--- src/rtl/fp_issue_pkg.sv ---
// rtl/fp_issue_pkg.sv - shared types and constants for the FP32 adder issuer
package fp_issue_pkg;

  typedef enum logic [1:0] {
    ST_IDLE,
    ST_ISSUE,
    ST_WAIT,
    ST_RESP
  } issue_state_t;

  localparam logic [31:0] FP32_QNAN     = 32'h7FC0_0000;
  localparam logic [31:0] FP32_POS_ZERO = 32'h0000_0000;
  localparam int          REQ_TAG_W     = 4;

  typedef struct packed {
    logic [31:0]          a;
    logic [31:0]          b;
    logic                 sub;
    logic [REQ_TAG_W-1:0] tag;
  } req_t;

  // Negating either zero must yield +0: the adder's zero shortcut only recognises +0.
  function automatic logic [31:0] sub_adjust(input logic [31:0] b, input logic sub);
    if (!sub) return b;
    if (b[30:0] == 31'd0) return FP32_POS_ZERO;
    return {~b[31], b[30:0]};
  endfunction

endpackage

--- src/rtl/req_fifo.sv ---
// rtl/req_fifo.sv - in-order request FIFO, wrap-bit pointers, combinational head read
module req_fifo #(
  parameter int DEPTH = 4,
  parameter int W     = 69
) (
  input  logic         clk,
  input  logic         reset_n,
  input  logic         push_i,
  input  logic [W-1:0] wdata_i,
  input  logic         pop_i,
  output logic [W-1:0] rdata_o,
  output logic         full_o,
  output logic         empty_o
);

  localparam int           AW      = $clog2(DEPTH);
  localparam logic [AW:0]  PTR_ONE = (AW+1)'(1);

  logic [W-1:0] mem_q [DEPTH];
  logic [AW:0]  wr_ptr_q;
  logic [AW:0]  rd_ptr_q;

  always_ff @(posedge clk or negedge reset_n) begin
    if (!reset_n) begin
      wr_ptr_q <= '0;
      rd_ptr_q <= '0;
    end else begin
      if (push_i) wr_ptr_q <= wr_ptr_q + PTR_ONE;
      if (pop_i)  rd_ptr_q <= rd_ptr_q + PTR_ONE;
    end
  end

  always_ff @(posedge clk) begin
    if (push_i) mem_q[wr_ptr_q[AW-1:0]] <= wdata_i;
  end

  assign rdata_o = mem_q[rd_ptr_q[AW-1:0]];
  assign empty_o = (wr_ptr_q == rd_ptr_q);
  assign full_o  = (wr_ptr_q[AW] != rd_ptr_q[AW]) &&
                   (wr_ptr_q[AW-1:0] == rd_ptr_q[AW-1:0]);

endmodule

--- src/rtl/fp_add_issuer.sv ---
// rtl/fp_add_issuer.sv - queues FP32 add/sub requests, drives one adder, returns tagged results
module fp_add_issuer
  import fp_issue_pkg::*;
#(
  parameter int DEPTH   = 4,
  parameter int TAG_W   = 4,
  parameter int TIMEOUT = 32
) (
  input  logic             clk,
  input  logic             reset_n,
  input  logic             in_valid,
  output logic             in_ready,
  input  logic [31:0]      in_a,
  input  logic [31:0]      in_b,
  input  logic             in_sub,
  input  logic [TAG_W-1:0] in_tag,
  output logic             out_valid,
  input  logic             out_ready,
  output logic [31:0]      out_sum,
  output logic [TAG_W-1:0] out_tag,
  output logic             out_timeout,
  output logic [31:0]      fpu_a,
  output logic [31:0]      fpu_b,
  output logic             fpu_en,
  input  logic [31:0]      fpu_sum,
  input  logic             fpu_ready,
  output logic             busy
);

  localparam int              WD_W    = $clog2(TIMEOUT);
  localparam int              REQ_W   = 65 + TAG_W;
  localparam logic [WD_W-1:0] WD_LAST = WD_W'(TIMEOUT - 1);
  localparam logic [WD_W-1:0] WD_ONE  = WD_W'(1);

  issue_state_t     state_q, state_d;
  logic             fifo_full, fifo_empty, pop;
  logic [REQ_W-1:0] head;
  logic [31:0]      head_a, head_b;
  logic             head_sub;
  logic [TAG_W-1:0] head_tag;
  logic [WD_W-1:0]  wd_q;
  logic             wd_expired;
  logic [31:0]      fpu_a_q, fpu_b_q, out_sum_q;
  logic [TAG_W-1:0] out_tag_q;
  logic             out_timeout_q;

  req_fifo #(.DEPTH(DEPTH), .W(REQ_W)) u_fifo (
    .clk     (clk),
    .reset_n (reset_n),
    .push_i  (in_valid && !fifo_full),
    .wdata_i ({in_a, in_b, in_sub, in_tag}),
    .pop_i   (pop),
    .rdata_o (head),
    .full_o  (fifo_full),
    .empty_o (fifo_empty)
  );

  assign {head_a, head_b, head_sub, head_tag} = head;
  assign wd_expired = (wd_q == WD_LAST);

  // Pop on entry to ISSUE so operands are already on fpu_a/fpu_b while fpu_en is high.
  always_comb begin
    state_d = state_q;
    pop     = 1'b0;
    case (state_q)
      ST_IDLE: begin
        if (!fifo_empty) begin
          state_d = ST_ISSUE;
          pop     = 1'b1;
        end
      end
      ST_ISSUE: state_d = ST_WAIT;
      ST_WAIT: begin
        if (fpu_ready || wd_expired) state_d = ST_RESP;
      end
      ST_RESP: begin
        if (out_ready) begin
          if (!fifo_empty) begin
            state_d = ST_ISSUE;
            pop     = 1'b1;
          end else begin
            state_d = ST_IDLE;
          end
        end
      end
      default: state_d = ST_IDLE;
    endcase
  end

  always_ff @(posedge clk or negedge reset_n) begin
    if (!reset_n) begin
      state_q       <= ST_IDLE;
      wd_q          <= '0;
      fpu_a_q       <= '0;
      fpu_b_q       <= '0;
      out_sum_q     <= '0;
      out_tag_q     <= '0;
      out_timeout_q <= 1'b0;
    end else begin
      state_q <= state_d;
      if (pop) begin
        fpu_a_q   <= head_a;
        fpu_b_q   <= sub_adjust(head_b, head_sub);
        out_tag_q <= head_tag;
      end
      if (state_q == ST_ISSUE)     wd_q <= '0;
      else if (state_q == ST_WAIT) wd_q <= wd_q + WD_ONE;
      // A real completion wins over a watchdog expiry landing on the same cycle.
      if (state_q == ST_WAIT) begin
        if (fpu_ready) begin
          out_sum_q     <= fpu_sum;
          out_timeout_q <= 1'b0;
        end else if (wd_expired) begin
          out_sum_q     <= FP32_QNAN;
          out_timeout_q <= 1'b1;
        end
      end
    end
  end

  assign in_ready    = !fifo_full;
  assign out_valid   = (state_q == ST_RESP);
  assign out_sum     = out_sum_q;
  assign out_tag     = out_tag_q;
  assign out_timeout = out_timeout_q;
  assign fpu_a       = fpu_a_q;
  assign fpu_b       = fpu_b_q;
  assign fpu_en      = (state_q == ST_ISSUE);
  assign busy        = (state_q != ST_IDLE) || !fifo_empty;

endmodule

--- config.mk ---
export PLATFORM = sky130hd
export DESIGN_NAME = fp_add_issuer
export DESIGN_NICKNAME = d
export VERILOG_FILES = /design/src/rtl/fp_issue_pkg.sv /design/src/rtl/req_fifo.sv /design/src/rtl/fp_add_issuer.sv
export SDC_FILE = /design/constraint.sdc
export NUM_CORES = 1
export LEC_CHECK = 0
export CAP_MARGIN = 20
export CORE_MARGIN = 2
export CORE_UTILIZATION = 58
export CTS_BUF_LIST = sky130_fd_sc_hd__clkbuf_16
export CTS_CLUSTER_DIAMETER = 30
export DETAILED_ROUTE_END_ITERATION = 7
export PLACE_DENSITY_LB_ADDON = 0.3
export SYNTH_ARGS = -nofsm -noshare
export SYNTH_HDL_FRONTEND = slang
export SYNTH_HIERARCHICAL = 1
export SYNTH_SLANG_ARGS = --single-unit
--- constraint.sdc ---
create_clock -name clk -period 5.3 [get_ports clk]
set_clock_uncertainty 0.15 [all_clocks]
set_input_delay 0.53 -clock clk [delete_from_list [all_inputs] [get_ports clk]]
set_output_delay 0.53 -clock clk [all_outputs]
set_load 0.02 [all_outputs]
==> results.cfg <==
[setup_path]
cp-end-kind = output pin
crit_family = flip-flops
cp.buffers_inverters = 1
startpoint_type = flop
cp.required_ns = 4.62
cp_slowest_cell = dfrtp_4
crit_arrival_ns = 2.97
path_max_fanout = 40
cp_slowest_stage_delay_ns = 0.93
path_cells = xor2_1 -> nor3b_1 -> nand2_1 -> clkdlybuf4s50_1
critical_path_class = reg -> out

[layout]
register_area_mm2 = 0.01115
multi_input_area_mm2 = 0.003174
num-nets-final = 1047
layout-drive-gt1-share_pct = 25.79
area_growth_pct = 30.98
n_fill_cell = 1349

[timing]
min_period_over_period_pct = 68.82
clock.fmax_mhz = 274.2
min_period_ns = 3.647
slew_headroom_pct = 26.04
tightestPinTransition_ns = 1.109
rsz0062_at_grt = no
finalMaxSlewViolations = 0
holdWs_ns = 0.1921
hold_viol_final = 0
tns_ns = 0
setup_viol = 0

[place]
dp_hpwl_um = 17650
io_buffers = 210
routabilityCongestion = 0.7584

[power]
seqPwrFrac_pct = 37.4
p_switching_mw = 3.970
power_density_mw_per_mm2 = 675.5
pwr-share-clk_pct = 31.7
vdd_ir_drop_max_uv = 394.5
combPwrFrac_pct = 30.9
leakage_nw = 6.929
p_sw_share_pct = 30.66
internal-power_mw = 8.978

[route]
vias = 7645
avgRoutedWirePerCell_um = 24.25
drtIter0Drc = 626
ant_nets = 0
first_pass_iters = 5
routed_wl_um = 31820
drc = 0
vias_per_cell = 5.827

[global_route]
grt_pass1_vias = 8431
antenna_found_initial = 2
grt_overflow_total = 0
grt_max_degree = 79
grt_pass1_wl_um = 48130
track_usage_pct = 24.61

[clock_network]
cts_tree = yes
cts.sinks = 390
clockBufferDepth = 3
cts_root_buf = clkbuf_16
numCtsBuffers = 66
clock_latency_ns = 0.55
clk_pin_slew_ns = 0.05
htreeDepth = 3

[synth]
syn_avg_cell_area_um2 = 21.77
yosysWarningCount = 6
ys_seq_area_share_pct = 76.14
synth.distinct_cells = 38
synth_top_flop_cell = edfxtp_1
synth_area_leader_cell = edfxtp_1
ys_ff_latch = 390
syn_area_mm2 = 0.01463
synth_top_cell_area_share_pct = 56.64
async_flop_share_pct = 29.23
synth_commonest_cells = edfxtp_1, dfrtp_1, mux4_2, mux2_2, a22o_1
syn_nets = 790
postSynthCellCount = 672
yosysMostFrequentCell = edfxtp_1
synth_enable_flop_cells = 276
synth_area_leaders = edfxtp_1, dfrtp_1, mux4_2

[run]
drv_cap = 0

[floorplan]
num_rows = 58
fp.dieH_um = 162.8
die_width_um = 162.8
start_util_pct = 58.62
dieArea_mm2 = 0.02652
core_area_mm2 = 0.02496
io_pins = 211

[worst_hold_path]
hold_class = in -> async

[outcome]
outcome = finished, final reports clean
[registers in the layout, indices dropped and copies added, names as in the netlist]
signal	cells
fpu_a	32
out_tag	4
out_sum	32
out_timeout	1
u_fifo/rd_ptr_q	3
u_fifo/mem_q	276
fpu_b	32
state_q	2
wd_q	5
u_fifo/wr_ptr_q	3
[worst paths after layout]
check / start / end / slack, ns / cells past startpoint
worst min register to register: fpu_a[11] / fpu_a[11] / 0.34 / 1
worst min-delay path: reset_n / fpu_b[14] / 0.19 / 2
worst max register to register: u_fifo/rd_ptr_q[0] / u_fifo/mem_q[1][65] / 2.02 / 4
worst max-delay path: u_fifo/rd_ptr_q[0] / busy / 1.65 / 4
min in group clk: fpu_a[11] / fpu_a[11] / 0.34 / 1
max in group asynchronous: reset_n / fpu_a[11] / 3.59 / 4
[metrics by stage]
step	setup slack [ns]	power [mW]	cell area (µm²)	utilization (%)	cells
finish	1.653	12.95	19170	76.77	1312
global route	1.455	13.50	19160	76.76	1311
CTS	1.572	13.07	19130	76.61	1309
detailed placement	2.041	8.822	16920	67.78	1189
global placement	2.116	8.649	16920	67.78	1189
floorplan	1.793	7.407	14630	-	672
[power groups by stage]
stage	clock network (mW)	logic (mW)	registers (mW)
after floorplan	0	2.30	5.11
after global placement	0	3.86	4.79
after detailed placement	0	3.96	4.86
after CTS	4.17	4.04	4.86
after global routing	4.32	4.25	4.93
final	4.11	4.00	4.84
[cells by family after synthesis]
kind of cell | Yosys count | synth area share (%)
flops | 390 | 76.14
mux | 140 | 16.11
compound gates | 45 | 2.505
buf+inv | 40 | 2.240
simple gates | 37 | 1.505
fa+ha+maj | 12 | 1.026
xor+xnor | 8 | 0.4789
[routing by layer]
layer / track usage, % / vias up / part of all wire, % / wire length (µm)
li1: - / 3247 / - / -
met1: 30.63 / 3988 / 38 / 12110
met2: 42.53 / 351 / 53 / 16710
met3: 5.908 / 57 / 7.2 / 2305
met4: 8.930 / 2 / 2.2 / 685
met5: 0 / - / 0.041 / 13
[what timing repair did]
action,in CTS,in global routing
hold buffers,0,1
endpoints found under the hold margin,0,74
buffers inserted,0,0
resized for setup,0,0
[layout by cell type, fill, tap and decap left out, types with 6 or more instances in the layout]
cell               n
nor2_1             6
clkinvlp_4         6
dfrtp_1          112
clkinv_2           7
bufinv_16          6
nor4_1             7
o22a_1             9
inv_1             17
a22o_1            23
clkbuf_16         69
clkdlybuf4s50_1  209
ha_1              12
xor2_1             6
mux2_2            66
inv_6              7
clkinv_1          11
mux4_2            68
buf_4              7
edfxtp_1         276
[final cells by class]
cell class	count	share of cell area, %
diodes	1	0.01306
clock buffers	69	9.009
clock inverters	51	2.494
inverters	11	0.2154
multi-input cells	242	16.56
flip-flops and latches	390	58.17
well taps	330	2.154
repair buffers	218	11.39
Note: power is estimated with default switching activity, not from simulation.
